===== config.mk =====
export PLATFORM = sky130hd
export DESIGN_NAME = wb_arbiter
export DESIGN_NICKNAME = d
export VERILOG_FILES = /design/src/rtl/wb_arbiter.sv
export SDC_FILE = /design/constraint.sdc
export NUM_CORES = 1
export LEC_CHECK = 0
export BUFFER_PORTS_ARGS = -buffer_cell sky130_fd_sc_hd__buf_4
export CORE_UTILIZATION = 45
export CTS_BUF_LIST = sky130_fd_sc_hd__clkbuf_4 sky130_fd_sc_hd__clkbuf_8
export CTS_CLUSTER_DIAMETER = 100
export DETAILED_ROUTE_END_ITERATION = 7
export HOLD_SLACK_MARGIN = 0.08
export SETUP_SLACK_MARGIN = 0.15
export SLEW_MARGIN = 20
export SYNTH_ARGS = -nofsm -noshare
export SYNTH_HDL_FRONTEND = slang
export SYNTH_SLANG_ARGS = --single-unit

===== constraint.sdc =====
create_clock -name wb_clock_i -period 7 [get_ports wb_clock_i]
set_clock_uncertainty 0.2 [all_clocks]
set_input_delay 1.4 -clock wb_clock_i [delete_from_list [all_inputs] [get_ports wb_clock_i]]
set_output_delay 1.4 -clock wb_clock_i [all_outputs]
set_load 0.01 [all_outputs]

===== src/rtl/wb_arbiter.sv =====
// Round-robin arbiter for COUNT pipelined Wishbone controllers sharing one bus.
// Ports: wb_clock_i/wb_reset_n_i clock and async active-low reset; wbc_cycle_i/wbc_strobe_i
// per-controller CYC/STB; wb_stall_i/wb_ack_i bus side; wbc_grant_o registered owner index;
// wbc_grant_valid_o admits new requests from the owner; busy_o is high while not IDLE.
// Ownership only moves once the owner's accepted-but-unacked requests have drained or it drops CYC.
module wb_arbiter #(
  parameter int COUNT           = 2,
  parameter int MAX_OUTSTANDING = 4,
  parameter int QUANTUM         = 8
) (
  input  logic                     wb_clock_i,
  input  logic                     wb_reset_n_i,
  input  logic [COUNT-1:0]         wbc_cycle_i,
  input  logic [COUNT-1:0]         wbc_strobe_i,
  input  logic                     wb_stall_i,
  input  logic                     wb_ack_i,
  output logic [$clog2(COUNT)-1:0] wbc_grant_o,
  output logic                     wbc_grant_valid_o,
  output logic                     busy_o
);

  localparam int GW = $clog2(COUNT);
  localparam int OW = $clog2(MAX_OUTSTANDING + 1);
  // A zero quantum never preempts; keep a 1-bit counter so widths stay legal.
  localparam int BW = (QUANTUM > 0) ? $clog2(QUANTUM + 1) : 1;
  localparam bit QEN = (QUANTUM != 0);
  localparam logic [OW-1:0] OUT_MAX   = OW'(MAX_OUTSTANDING);
  localparam logic [BW-1:0] BEAT_MAX  = BW'(QUANTUM);
  localparam logic [GW-1:0] GRANT_RST = GW'(COUNT - 1);

  typedef enum logic [1:0] {
    IDLE    = 2'd0,
    GRANTED = 2'd1,
    DRAIN   = 2'd2
  } state_t;

  state_t          state, state_nxt;
  logic [GW-1:0]   grant_nxt;
  logic [GW-1:0]   rr_pick;
  logic [OW-1:0]   out_cnt, out_nxt;
  logic [BW-1:0]   beat_cnt, beat_nxt;
  logic [COUNT-1:0] others_mask;
  logic            others;
  logic            own_cyc;
  logic            quantum_hit;
  logic            accept;
  logic            ack_dec;

  // Requesters other than the current owner.
  always_comb begin
    others_mask              = wbc_cycle_i;
    others_mask[wbc_grant_o] = 1'b0;
  end

  assign others  = |others_mask;
  assign own_cyc = wbc_cycle_i[wbc_grant_o];

  // Quantum used up while someone else waits: stop admitting so the bus can drain.
  assign quantum_hit = QEN && (beat_cnt == BEAT_MAX) && others;

  assign wbc_grant_valid_o = (state == GRANTED) && (out_cnt < OUT_MAX) && !quantum_hit;
  assign accept  = wbc_grant_valid_o && wbc_strobe_i[wbc_grant_o] && !wb_stall_i;
  // Spurious acks with nothing outstanding are dropped rather than underflowing.
  assign ack_dec = wb_ack_i && (out_cnt != '0);
  assign busy_o  = (state != IDLE);

  // Round-robin scan starting just after the current owner; the loop runs from the
  // farthest offset down so the nearest requester is the last (winning) assignment.
  always_comb begin
    rr_pick = wbc_grant_o;
    for (int i = COUNT; i >= 1; i--) begin
      if (wbc_cycle_i[(int'(wbc_grant_o) + i) % COUNT]) begin
        rr_pick = GW'((int'(wbc_grant_o) + i) % COUNT);
      end
    end
  end

  always_comb begin
    state_nxt = state;
    grant_nxt = wbc_grant_o;
    out_nxt   = out_cnt;
    beat_nxt  = beat_cnt;
    unique case (state)
      IDLE: begin
        if (|wbc_cycle_i) begin
          state_nxt = GRANTED;
          grant_nxt = rr_pick;
          out_nxt   = '0;
          beat_nxt  = '0;
        end
      end
      GRANTED: begin
        out_nxt = out_cnt + OW'(accept) - OW'(ack_dec);
        if (accept && (beat_cnt != BEAT_MAX)) begin
          beat_nxt = beat_cnt + BW'(1);
        end
        if (!own_cyc) begin
          // Owner aborted: outstanding acks are forgotten.
          state_nxt = IDLE;
          out_nxt   = '0;
          beat_nxt  = '0;
        end else if (QEN && (beat_nxt == BEAT_MAX) && others) begin
          state_nxt = DRAIN;
        end
      end
      DRAIN: begin
        out_nxt = out_cnt - OW'(ack_dec);
        if ((out_nxt == '0) || !own_cyc) begin
          state_nxt = IDLE;
          out_nxt   = '0;
          beat_nxt  = '0;
        end
      end
      default: begin
        state_nxt = IDLE;
        out_nxt   = '0;
        beat_nxt  = '0;
      end
    endcase
  end

  always_ff @(posedge wb_clock_i or negedge wb_reset_n_i) begin
    if (!wb_reset_n_i) begin
      state       <= IDLE;
      wbc_grant_o <= GRANT_RST;
      out_cnt     <= '0;
      beat_cnt    <= '0;
    end else begin
      state       <= state_nxt;
      wbc_grant_o <= grant_nxt;
      out_cnt     <= out_nxt;
      beat_cnt    <= beat_nxt;
    end
  end

endmodule


==> results.json <==
{
  "worstSetupPathType": "input port to primary output",
  "cp-start-kind": "input port",
  "cts.root.buffer_cell": "clkbuf_4",
  "yosys-top-cells-area": "dfrtp_1, ha_1, inv_1",
  "outcome": "complete, no violations",
  "core.rowCount": 15,
  "dieWidth_um": 45.64,
  "cp-end-kind": "primary output",
  "cts_tree": "built",
  "worstMarginPinSlew_ps": 496.1,
  "first_global_vias": 721,
  "worstReg2RegStart": "beat_cnt[0]$_DFFE_PN0P_",
  "syn_nets": 112,
  "die_h_um": 45.64,
  "first_iter_violations": 10,
  "pre_cts_slack_ps": 3064,
  "holdWs_ps": 329.2,
  "synth-seq-area-share_pct": 29.34,
  "n_antenna_cell": 0,
  "hpwl_um": 1457,
  "power.density_nw_per_um2": 266.7,
  "vias": 763,
  "port_buffers": 10,
  "grt_pass1_wl_um": 2987,
  "synth_warnings": 0,
  "ys.flop_type": "dfrtp_1",
  "final_layout_size_suffix_gt1_share_pct": 15.89,
  "critPathLaunch": "wbc_cycle_i[0]",
  "postRouteAntennaNets": 0,
  "area_growth_pct": 16.64,
  "setup_slack_ps": 3224,
  "cp.required_ps": 5400,
  "synth.distinct_cells": 41,
  "antenna_found_initial": 0,
  "clkLatencyLatePin_ps": 280,
  "hold_viol_final": 0,
  "yosysMostFrequentCell": "ha_1",
  "synth_cells": 93,
  "min-delay-start": "state[0]$_DFFE_PN0P_",
  "gp_congestion": 0.8276,
  "grt_max_degree": 11,
  "ctsHoldBuffers": 0,
  "fillers": 180,
  "postSynth.asyncResetShare_pct": 100.0,
  "io_pins": 11,
  "avgViaCountPerCell": 5.780,
  "avgSynthCellArea_sq_um": 9.216,
  "hp-class": "flip-flop to flip-flop",
  "grt_usage_pct": 20.41,
  "grt_overflow": 0,
  "min_period_over_period_pct": 53.95,
  "cts_max_path_buffers": 2,
  "synth_top_area_cell": "dfrtp_1",
  "worstPathMaxFanout": 5,
  "slew_viol_final": 0,
  "initial_core_util_pct": 48.58,
  "irDropWorstVdd_mv": 0.1924,
  "synth_edf_count": 0,
  "remaining_drc_errors": 0,
  "htreeDepth": 1,
  "ys_ff_latch": 10,
  "syn_area_sq_um": 857.1,
  "fmax_mhz": 264.8,
  "setup_tns_ps": 0,
  "rsz0062_at_grt": "no",
  "coreArea_sq_um": 1764,
  "cap_violations": 0,
  "p_leak_nw": 0.4498,
  "numCtsBuffers": 3,
  "die-area_sq_um": 2083,
  "nets": 127,
  "dr.pass1.iters": 4,
  "cts_resized": 0,
  "fin_cells": 132,
  "placedCellCount": 128,
  "setup_viol_count_final": 0,
  "cts.clk_slew.worst_paths_ps": 70,
  "arrival_ps": 2180,
  "period_needed_ps": 3776,
  "clock-sinks": 10,
  "slew_headroom_pct": 66.65,
  "post_cts.repair.setup_buffers": 0,
  "multi_input_area_sq_um": 571.8,
  "yosysTopAreaCellShare_pct": 26.28,
  "synth_commonest_cells": "ha_1, dfrtp_1, inv_1",
  "finalWirelength_um": 1849,
  "seq_area_sq_um": 251.5,
  "avgRoutedWirePerCell_um": 14.01
}
[cells in the final DEF, fill, tap and decap left out, types with 2 or more instances in the layout]
master,n
buf_4,10
clkbuf_4,3
nor3_1,5
nand2b_1,2
nor2_1,3
o31a_1,2
a31oi_1,2
a32o_1,3
nand2_1,8
ha_1,10
inv_1,9
o21ai_0,5
a21oi_1,3
mux2i_1,3
xnor2_1,2
dfrtp_1,9
[critical path, stage by stage]
cell,delay [ps]
buf_4,120
mux2i_1,290
nor2b_1,80
nor2_1,130
buf_4,140
[registers in the layout (all words and copies together), names as in the netlist]
| signal | count |
|---|---|
| beat_cnt | 4 |
| state | 2 |
| wbc_grant_o | 1 |
| out_cnt | 3 |
[final timing paths]
kind	end	slack, ps	depth (start not counted)
worst max-delay path	wbc_grant_valid_o	3220	5
worst min-delay path	state[0]$_DFFE_PN0P_	330	1
worst max register to register	out_cnt[2]$_DFFE_PN0P_	3820	14
worst min register to register	state[0]$_DFFE_PN0P_	330	1
max in group asynchronous	wbc_grant_o$_DFFE_PN1P_	5640	1
min in group asynchronous	out_cnt[0]$_DFFE_PN0P_	730	1
[power by group]
| part | total, mW | internal [mW] | switching (mW) |
|---|---|---|---|
| combinational | 0.130 | 0.0565 | 0.0733 |
| sequential | 0.0811 | 0.0687 | 0.0125 |
| clock | 0.0557 | 0.0317 | 0.0241 |
| total | 0.267 | 0.157 | 0.110 |
[cell type report]
cell class,count,share of cell area (%)
clock buffer,4,3.630
sequential,10,25.16
inverter,9,3.379
tap,25,3.129
timing repair buffer,10,7.509
multi-input combinational,74,57.20
[kinds of logic after synthesis]
kind of cell	count (synthesis)	synth area share (%)
AO/OA/AOI/OAI	25	21.02
XOR/XNOR	3	3.066
adder cells (fa/ha/maj)	11	16.93
buffers and inverters	9	3.941
flip-flops	10	29.34
multiplexers	5	6.131
AND/OR/NAND/NOR	30	19.56
[per-layer routing]
layer	track usage, %	part of all wire, %	wire length (um)	up-vias
li1	-	-	-	380
met1	23.28	47	869	365
met2	37.43	50	916	16
met3	3.571	3.0	55	2
met4	7.273	0.43	8	0
met5	0	0	0	-
[metrics by stage]
step	area, sq um	util (%)	power (mW)
2_1_floorplan	857.1	-	0.1694
3_3_place_gp	963.4	54.61	0.2118
3_5_place_dp	963.4	54.61	0.2119
4_1_cts	999.7	56.67	0.2684
5_1_grt	999.7	56.67	0.2876
6_report	999.7	56.67	0.2667
Power figures use the tool's default switching activity.
